**config.mk**
```make
export PLATFORM = sky130hd
export DESIGN_NAME = sram_pri_data_ctrl
export DESIGN_NICKNAME = d
export VERILOG_FILES = /design/src/rtl/sram_pri_data_ctrl.sv
export SDC_FILE = /design/constraint.sdc
export NUM_CORES = 1
export LEC_CHECK = 0
export BUFFER_PORTS_ARGS = -buffer_cell sky130_fd_sc_hd__buf_2
export CAP_MARGIN = 20
export CELL_PAD_IN_SITES_DETAIL_PLACEMENT = 0
export CELL_PAD_IN_SITES_GLOBAL_PLACEMENT = 1
export CORE_AREA = 4 4 215 217
export DETAILED_ROUTE_END_ITERATION = 8
export DIE_AREA = 0 0 219 221
export GPL_ROUTABILITY_DRIVEN = 0
export GPL_TIMING_DRIVEN = 0
export PLACE_DENSITY = 0.8
export SYNTH_ARGS = -nofsm -noshare
export SYNTH_HDL_FRONTEND = slang
export SYNTH_SLANG_ARGS = --single-unit
```
**constraint.sdc**
```tcl
create_clock -name clk_i -period 29 [get_ports clk_i]
set_input_delay 1.45 -clock clk_i [delete_from_list [all_inputs] [get_ports clk_i]]
set_output_delay 1.45 -clock clk_i [all_outputs]
set_load 0.01 [all_outputs]
```
**src/rtl/sram_pri_data_ctrl.sv**
```systemverilog
// Request-side controller for the private data SRAM: zero-fills the array after reset,
// drives the active-low SRAM strobes and returns read data through a credited response FIFO.
module sram_pri_data_ctrl #(
  parameter int ADDR_WIDTH = 4,
  parameter int DATA_WIDTH = 128,
  parameter int RSP_DEPTH  = 3,
  parameter bit INIT_EN    = 1'b1
) (
  input  logic                  clk_i,
  input  logic                  rst_ni,
  output logic                  init_done_o,
  input  logic                  req_valid_i,
  output logic                  req_ready_o,
  input  logic                  req_we_i,
  input  logic [ADDR_WIDTH-1:0] req_addr_i,
  input  logic [DATA_WIDTH-1:0] req_wdata_i,
  input  logic [15:0]           req_be_i,
  output logic                  rsp_valid_o,
  input  logic                  rsp_ready_i,
  output logic [DATA_WIDTH-1:0] rsp_rdata_o,
  output logic                  mem_cen_o,
  output logic                  mem_wen_o,
  output logic [15:0]           mem_ben_o,
  output logic [ADDR_WIDTH-1:0] mem_a_o,
  output logic [DATA_WIDTH-1:0] mem_d_o,
  input  logic [DATA_WIDTH-1:0] mem_q_i
);

  localparam int PTR_W = (RSP_DEPTH > 1) ? $clog2(RSP_DEPTH) : 1;
  localparam int CNT_W = $clog2(RSP_DEPTH + 1);

  typedef enum logic [1:0] {
    S_RST,
    S_INIT,
    S_RUN
  } state_e;

  state_e                state_q, state_d;
  logic [ADDR_WIDTH-1:0] init_cnt_q;
  logic                  inflight_p1;
  logic [DATA_WIDTH-1:0] fifo_mem [RSP_DEPTH];
  logic [PTR_W-1:0]      wr_ptr_q, rd_ptr_q;
  logic [CNT_W-1:0]      count_q;

  logic                  credit_ok;
  logic                  accept;
  logic                  push;
  logic                  pop;
  logic                  fifo_empty;
  logic                  fifo_full;

  function automatic logic [PTR_W-1:0] next_ptr(input logic [PTR_W-1:0] p);
    return (p == PTR_W'(RSP_DEPTH - 1)) ? '0 : p + 1'b1;
  endfunction

  // Every read in the SRAM pipe already owns a FIFO slot, so overflow cannot happen.
  assign credit_ok  = ({1'b0, count_q} + {{CNT_W{1'b0}}, inflight_p1}) < (CNT_W + 1)'(RSP_DEPTH);
  assign fifo_empty = (count_q == '0);
  assign fifo_full  = (count_q == CNT_W'(RSP_DEPTH));
  assign accept     = req_valid_i & req_ready_o;
  assign push       = inflight_p1;
  assign pop        = rsp_valid_o & rsp_ready_i;

  always_comb begin
    state_d     = state_q;
    mem_cen_o   = 1'b1;
    mem_wen_o   = 1'b1;
    mem_ben_o   = '1;
    mem_a_o     = '0;
    mem_d_o     = '0;
    req_ready_o = 1'b0;
    init_done_o = 1'b0;
    case (state_q)
      S_RST: begin
        state_d = INIT_EN ? S_INIT : S_RUN;
      end
      S_INIT: begin
        mem_cen_o = 1'b0;
        mem_wen_o = 1'b0;
        mem_ben_o = '0;
        mem_a_o   = init_cnt_q;
        if (init_cnt_q == '1) state_d = S_RUN;
      end
      S_RUN: begin
        init_done_o = 1'b1;
        req_ready_o = credit_ok;
        mem_cen_o   = ~(req_valid_i & credit_ok);
        mem_wen_o   = ~req_we_i;
        mem_ben_o   = ~req_be_i;
        mem_a_o     = req_addr_i;
        mem_d_o     = req_wdata_i;
      end
      default: state_d = S_RST;
    endcase
  end

  // Stage p0 -> p1: control state, read-in-flight flag and FIFO bookkeeping
  always_ff @(posedge clk_i or negedge rst_ni) begin
    if (!rst_ni) begin
      state_q     <= S_RST;
      init_cnt_q  <= '0;
      inflight_p1 <= 1'b0;
      wr_ptr_q    <= '0;
      rd_ptr_q    <= '0;
      count_q     <= '0;
    end else begin
      state_q     <= state_d;
      inflight_p1 <= accept & ~req_we_i;
      if (state_q == S_INIT) init_cnt_q <= init_cnt_q + 1'b1;
      if (push) wr_ptr_q <= next_ptr(wr_ptr_q);
      if (pop)  rd_ptr_q <= next_ptr(rd_ptr_q);
      case ({push, pop})
        2'b10:   count_q <= count_q + 1'b1;
        2'b01:   count_q <= count_q - 1'b1;
        default: count_q <= count_q;
      endcase
    end
  end

  // Stage p1 -> p2: SRAM read data lands in the response FIFO
  always_ff @(posedge clk_i) begin
    if (push) fifo_mem[wr_ptr_q] <= mem_q_i;
  end

  assign rsp_valid_o = ~fifo_empty;
  assign rsp_rdata_o = fifo_empty ? '0 : fifo_mem[rd_ptr_q];

`ifndef SYNTHESIS
  assert property (@(posedge clk_i) disable iff (!rst_ni) !(push && fifo_full));
`endif

endmodule

```
**Word level (Yosys, flattened, before mapping)**

Memories as Yosys holds them, arrays and structs flattened.
Index checks and enable logic that the tools add are counted.

- Input port bits: 281
- Bits in read-only memories: 0
- Latch bits: 0
- Memory bits (writable): 384
- Output and inout bits: 281
- Memories: 1
- Word-level logic and storage cells: 50
- Register bits after elaboration: 13

Memories:

| memory | depth | width | read ports | clocked after Yosys merged registers in | write ports | RTL line | text |
|---|---|---|---|---|---|---|---|
| fifo_mem | 3 | 128 | 1 | 0 | 1 | 41 | `logic [DATA_WIDTH-1:0] fifo_mem [RSP_DEPTH];` |

- $lt $le $gt $ge: 1
- Add/sub/neg operators: 6
- Muxes and demuxes: 15
- Eq/ne operators: 8
- Shift operators: 0
- Multipliers: 0
- Reduce and logical (&&, ||, !) cells: 4
- Div/mod/pow operators: 0
- Bitwise logic cells: 9

Operators with widths:

| cell | number |
|---|---|
| 128-bit two-way mux | 2 |
| 16-bit one-hot mux with 2 select lines | 1 |
| 16-bit NOT | 1 |
| 2-bit equality test, second input constant | 4 |
| 4-bit one-hot mux with 2 select lines | 1 |
| 2-bit by 1-bit adder with 2-bit output, second input constant | 3 |
| 2-bit two-way mux | 3 |
| 2-bit one-hot mux with 3 select lines | 1 |
| 4-bit by 1-bit adder with 4-bit output, second input constant | 1 |
| 1-bit AND | 4 |
| 2-bit by 1-bit equality test with 1-bit output, second input constant | 2 |
| 4-bit equality test, second input constant | 1 |
| 2-bit logical NOT | 2 |
| 1-bit two-way mux | 4 |
| 1-bit NOT | 4 |
| 1-bit one-hot mux with 2 select lines | 2 |
| 2-bit one-hot mux with 2 select lines | 1 |
| 2-bit by 1-bit adder with 3-bit output | 1 |
| 3-bit by 2-bit < comparator with 1-bit output, second input constant | 1 |
| 2-bit inequality test, second input constant | 1 |
| 2-bit AND reduction | 1 |
| 2-bit nonzero test | 1 |
| 2-bit by 1-bit subtractor with 2-bit output, second input constant | 1 |

**Longest topological paths before layout**

- Depth in word-level cells: 5
- Gate-level depth with buffers: 7
- Gate-level depth less buffers: 6

**Worst setup path after synthesis**

OpenSTA, ideal clock, no wires.

- Kind: register to register
- Start point: register inflight_p1
- End point: memory fifo_mem[1][0], enable pin
- Arrival time: 9.748 ns
- Period minus slack after synthesis: 10.549 ns
- Buffers on the path: 0
- Setup slack: 18.451 ns
- Data required time: 28.200 ns
- Setup time: 0.800 ns
- Stages on the path, launching flop included: 3
- Path through: dfrtp_1 -> inv_1 -> nor3b_1

- Longest elaborated chain between the ends: 2

RTL lines:

| what | RTL line | text |
|---|---|---|
| start, declared | 40 | `logic inflight_p1;` |
| start signal, assigned | 108 | `inflight_p1 <= accept & ~req_we_i;` |
| 1-bit two-way mux | 122 | `if (push) fifo_mem[wr_ptr_q] <= mem_q_i;` |
| 1-bit two-way mux (implied by the code) | 122 |  |
| end, declared | 41 |  |

No other way between the ends.

**Worst setup path in the final report**

- Start point: register state_q[0]
- End point: output mem_d_o[81]

- Longest elaborated chain between the ends: 2

RTL lines:

| what | RTL line | text |
|---|---|---|
| start, declared | 38 | `state_e state_q, state_d;` |
| start signal, assigned | 107 | `state_q <= state_d;` |
| 2-bit equality test | 73 | `case (state_q)` |
| 128-bit two-way mux | 73 |  |
| end, declared | 25 | `output logic [DATA_WIDTH-1:0] mem_d_o,` |

No other way between the ends.

==> out/metrics.cfg <==
[outcome]
outcome=finished, final reports clean

[synth]
synth.most_common_cell=edfxtp_1
ys_seq_area_share_pct=69.6
synth-edff-count=384
synth.largest_area_cell=edfxtp_1
synth.top_cells.by_count=edfxtp_1 (384), nor2_1 (131), and2_1 (128), mux2i_1 (128), mux2_4 (87)
syn_avg_cell_area_um2=16.3
netlist.area_leader.share_pct=67.7
ys_top_cells_by_area=edfxtp_1 (68%), mux2_4 (7.7%), mux2i_1 (7.5%)
ys_types=28
synth_area_um2=17000
synth_nets=1332
synth_cells=1043
yosys_warnings=0
synthFlopType=edfxtp_1
synth_seq_cells=397
synthArstFlopShare_pct=3.27

[clocking]
insertion_delay_ns=0.55
cts_sinks=397
cts.path.max_buffers=3
hold_buffers=0
numCtsBuffers=42
postCtsSetupBuffers=0
clk_pin_slew_ns=0.06
htree_levels=2
post_cts_resized=0
cts_tree=yes
cts-root-buf=clkbuf_16

[floorplanning]
rows=77
coreArea_um2=44100
dieArea_um2=48400
die_w_um=219
initial_core_util_pct=38.6
die_h_um=221
pin_count=562

[final_layout]
synthToLayoutAreaGrowth_pct=31.3
final_util_pct=50.7
stdcell_area_um2=22400
fin_nets=1971
final_layout_size_suffix_gt1_share_pct=47.9
nFillCells=3779
final_cells=2317

[global_route]
grt_use_met2_pct=36.5
grt_overflow=0
grt_pass1_vias=11500
grt_pass1_wl_mm=72.4
use_met1_pct=22.2
antenna_found_initial=21
grt_use_met3_pct=4.68
track_usage_pct=20.0
grt-busiest-layer=met2
grt_max_degree=29

[drt]
routedWlPerCell_um=22.0
wirelength_mm=51.0
drtPass1Iterations=5
viasPerCell=4.83
drt-initial-drc-count=480
ant_nets=0
route.detailed.drc=0
vias=11200

[sta]
slew_headroom_pct=49.9
finClkSkew_ns=0.0136
finalMaxSlewViolations=0
setup_viol_count_final=0
max_slew.worst_pin.slew_ns=0.748
hold_violations=0
whs_ns=0.506
fmax_mhz=246
fin_crit_sh_pct=14.0
rsz0062_at_grt=no
timing.final.ws_setup_ns=24.93
period_needed_ns=4.07
fin_tns_setup_ns=0

[power]
p_per_area_nw_per_um2=87.2
power_mw=1.95
leakage_nw=9.11
ir_worst_vdd_v=0.0000626

[place]
preCtsSetupSlack_ns=25.49
postPlaceCellArea_um2=21100
dp_cells=2230
port_buffers=561
dp_hpwl_mm=38.9

[setup_path]
required_ns=27.55
path_max_fanout=10
critical_path_class=flip-flop to output pin
critPathArrivalTime_ns=2.62
endpoint_kind=output pin
crit_path_start_kind=flip-flop

[min_path]
hp-class=flip-flop to flip-flop

[flow_run]
cap_violations=0

## where the power goes
| part | switching [mW] | internal, mW |
|---|---|---|
| Sequential | 0.0166 | 0.701 |
| Combinational | 0.413 | 0.320 |
| Clock | 0.215 | 0.286 |
## worst max-delay path, cell delays in order (launching register included)
cell and delay (ns):
dfrtp_1 0.41, inv_1 0.09, ha_1 0.15, buf_2 0.23, buf_2 0.29, clkbuf_1 0.35, and2_1 0.35, buf_2 0.19
## routing by layer
layer	routed length (um)	vias up	share of wire (%)
met2	26900	407	53
met4	2270	12	4.5
met1	18500	5555	36
met5	79	-	0.15
met3	3270	103	6.4
li1	-	5113	-
## registers in the layout (all words and copies together), names as in the netlist
signal       cells
fifo_mem       384
init_cnt_q       4
count_q          2
rd_ptr_q         2
state_q          2
wr_ptr_q         2
inflight_p1      1
## layout by cell type, fill, tap and decap left out, types with 3 or more instances in the layout
cell / n
buf_2: 580
edfxtp_1: 384
nor2_1: 130
and2_1: 128
mux2i_1: 128
mux2_4: 87
mux2_2: 44
clkbuf_16: 42
clkbuf_1: 36
buf_6: 29
a21oi_1: 19
clkinv_1: 13
dfrtp_1: 13
buf_4: 10
diode_2: 9
buf_8: 9
ha_1: 8
inv_1: 6
nor2b_1: 5
clkinv_2: 5
a22oi_1: 4
xnor2_1: 4
buf_12: 4
nand2_1: 3
a21o_1: 3
inv_6: 3
## layout make-up
class	count	area, um^2	share of cell area, %
inverters	6	22.5	0.101
diodes	9	22.5	0.101
clock buffers	52	1090	4.87
repair buffers	595	3270	14.6
well taps	592	741	3.31
flip-flops and latches	397	11900	53.0
multi-input cells	576	4800	21.5
clock inverters	26	191	0.856
plain buffers	64	373	1.67
## final timing paths
kind                                from         endpoint  depth (start not counted)  slack, ns
max                           state_q[0]      mem_d_o[81]                          7      24.93
max reg2reg                  inflight_p1  fifo_mem[1][89]                         10      26.16
max in group asynchronous         rst_ni       count_q[1]                          1      27.87
min                        init_cnt_q[3]    init_cnt_q[3]                          1       0.51
min in group asynchronous         rst_ni      inflight_p1                          1       0.83
min reg2reg                init_cnt_q[3]    init_cnt_q[3]                          1       0.51
## cell families after synthesis
kind of cell             share of synthesized area, %
buffers and inverters                            2.32
AO/OA/AOI/OAI                                   0.970
adder cells (fa/ha/maj)                         0.588
AND/OR/NAND/NOR                                  8.10
XOR/XNOR                                        0.309
flip-flops                                       69.6
multiplexers                                     18.1
No activity file was read; power rests on OpenSTA's default activity.
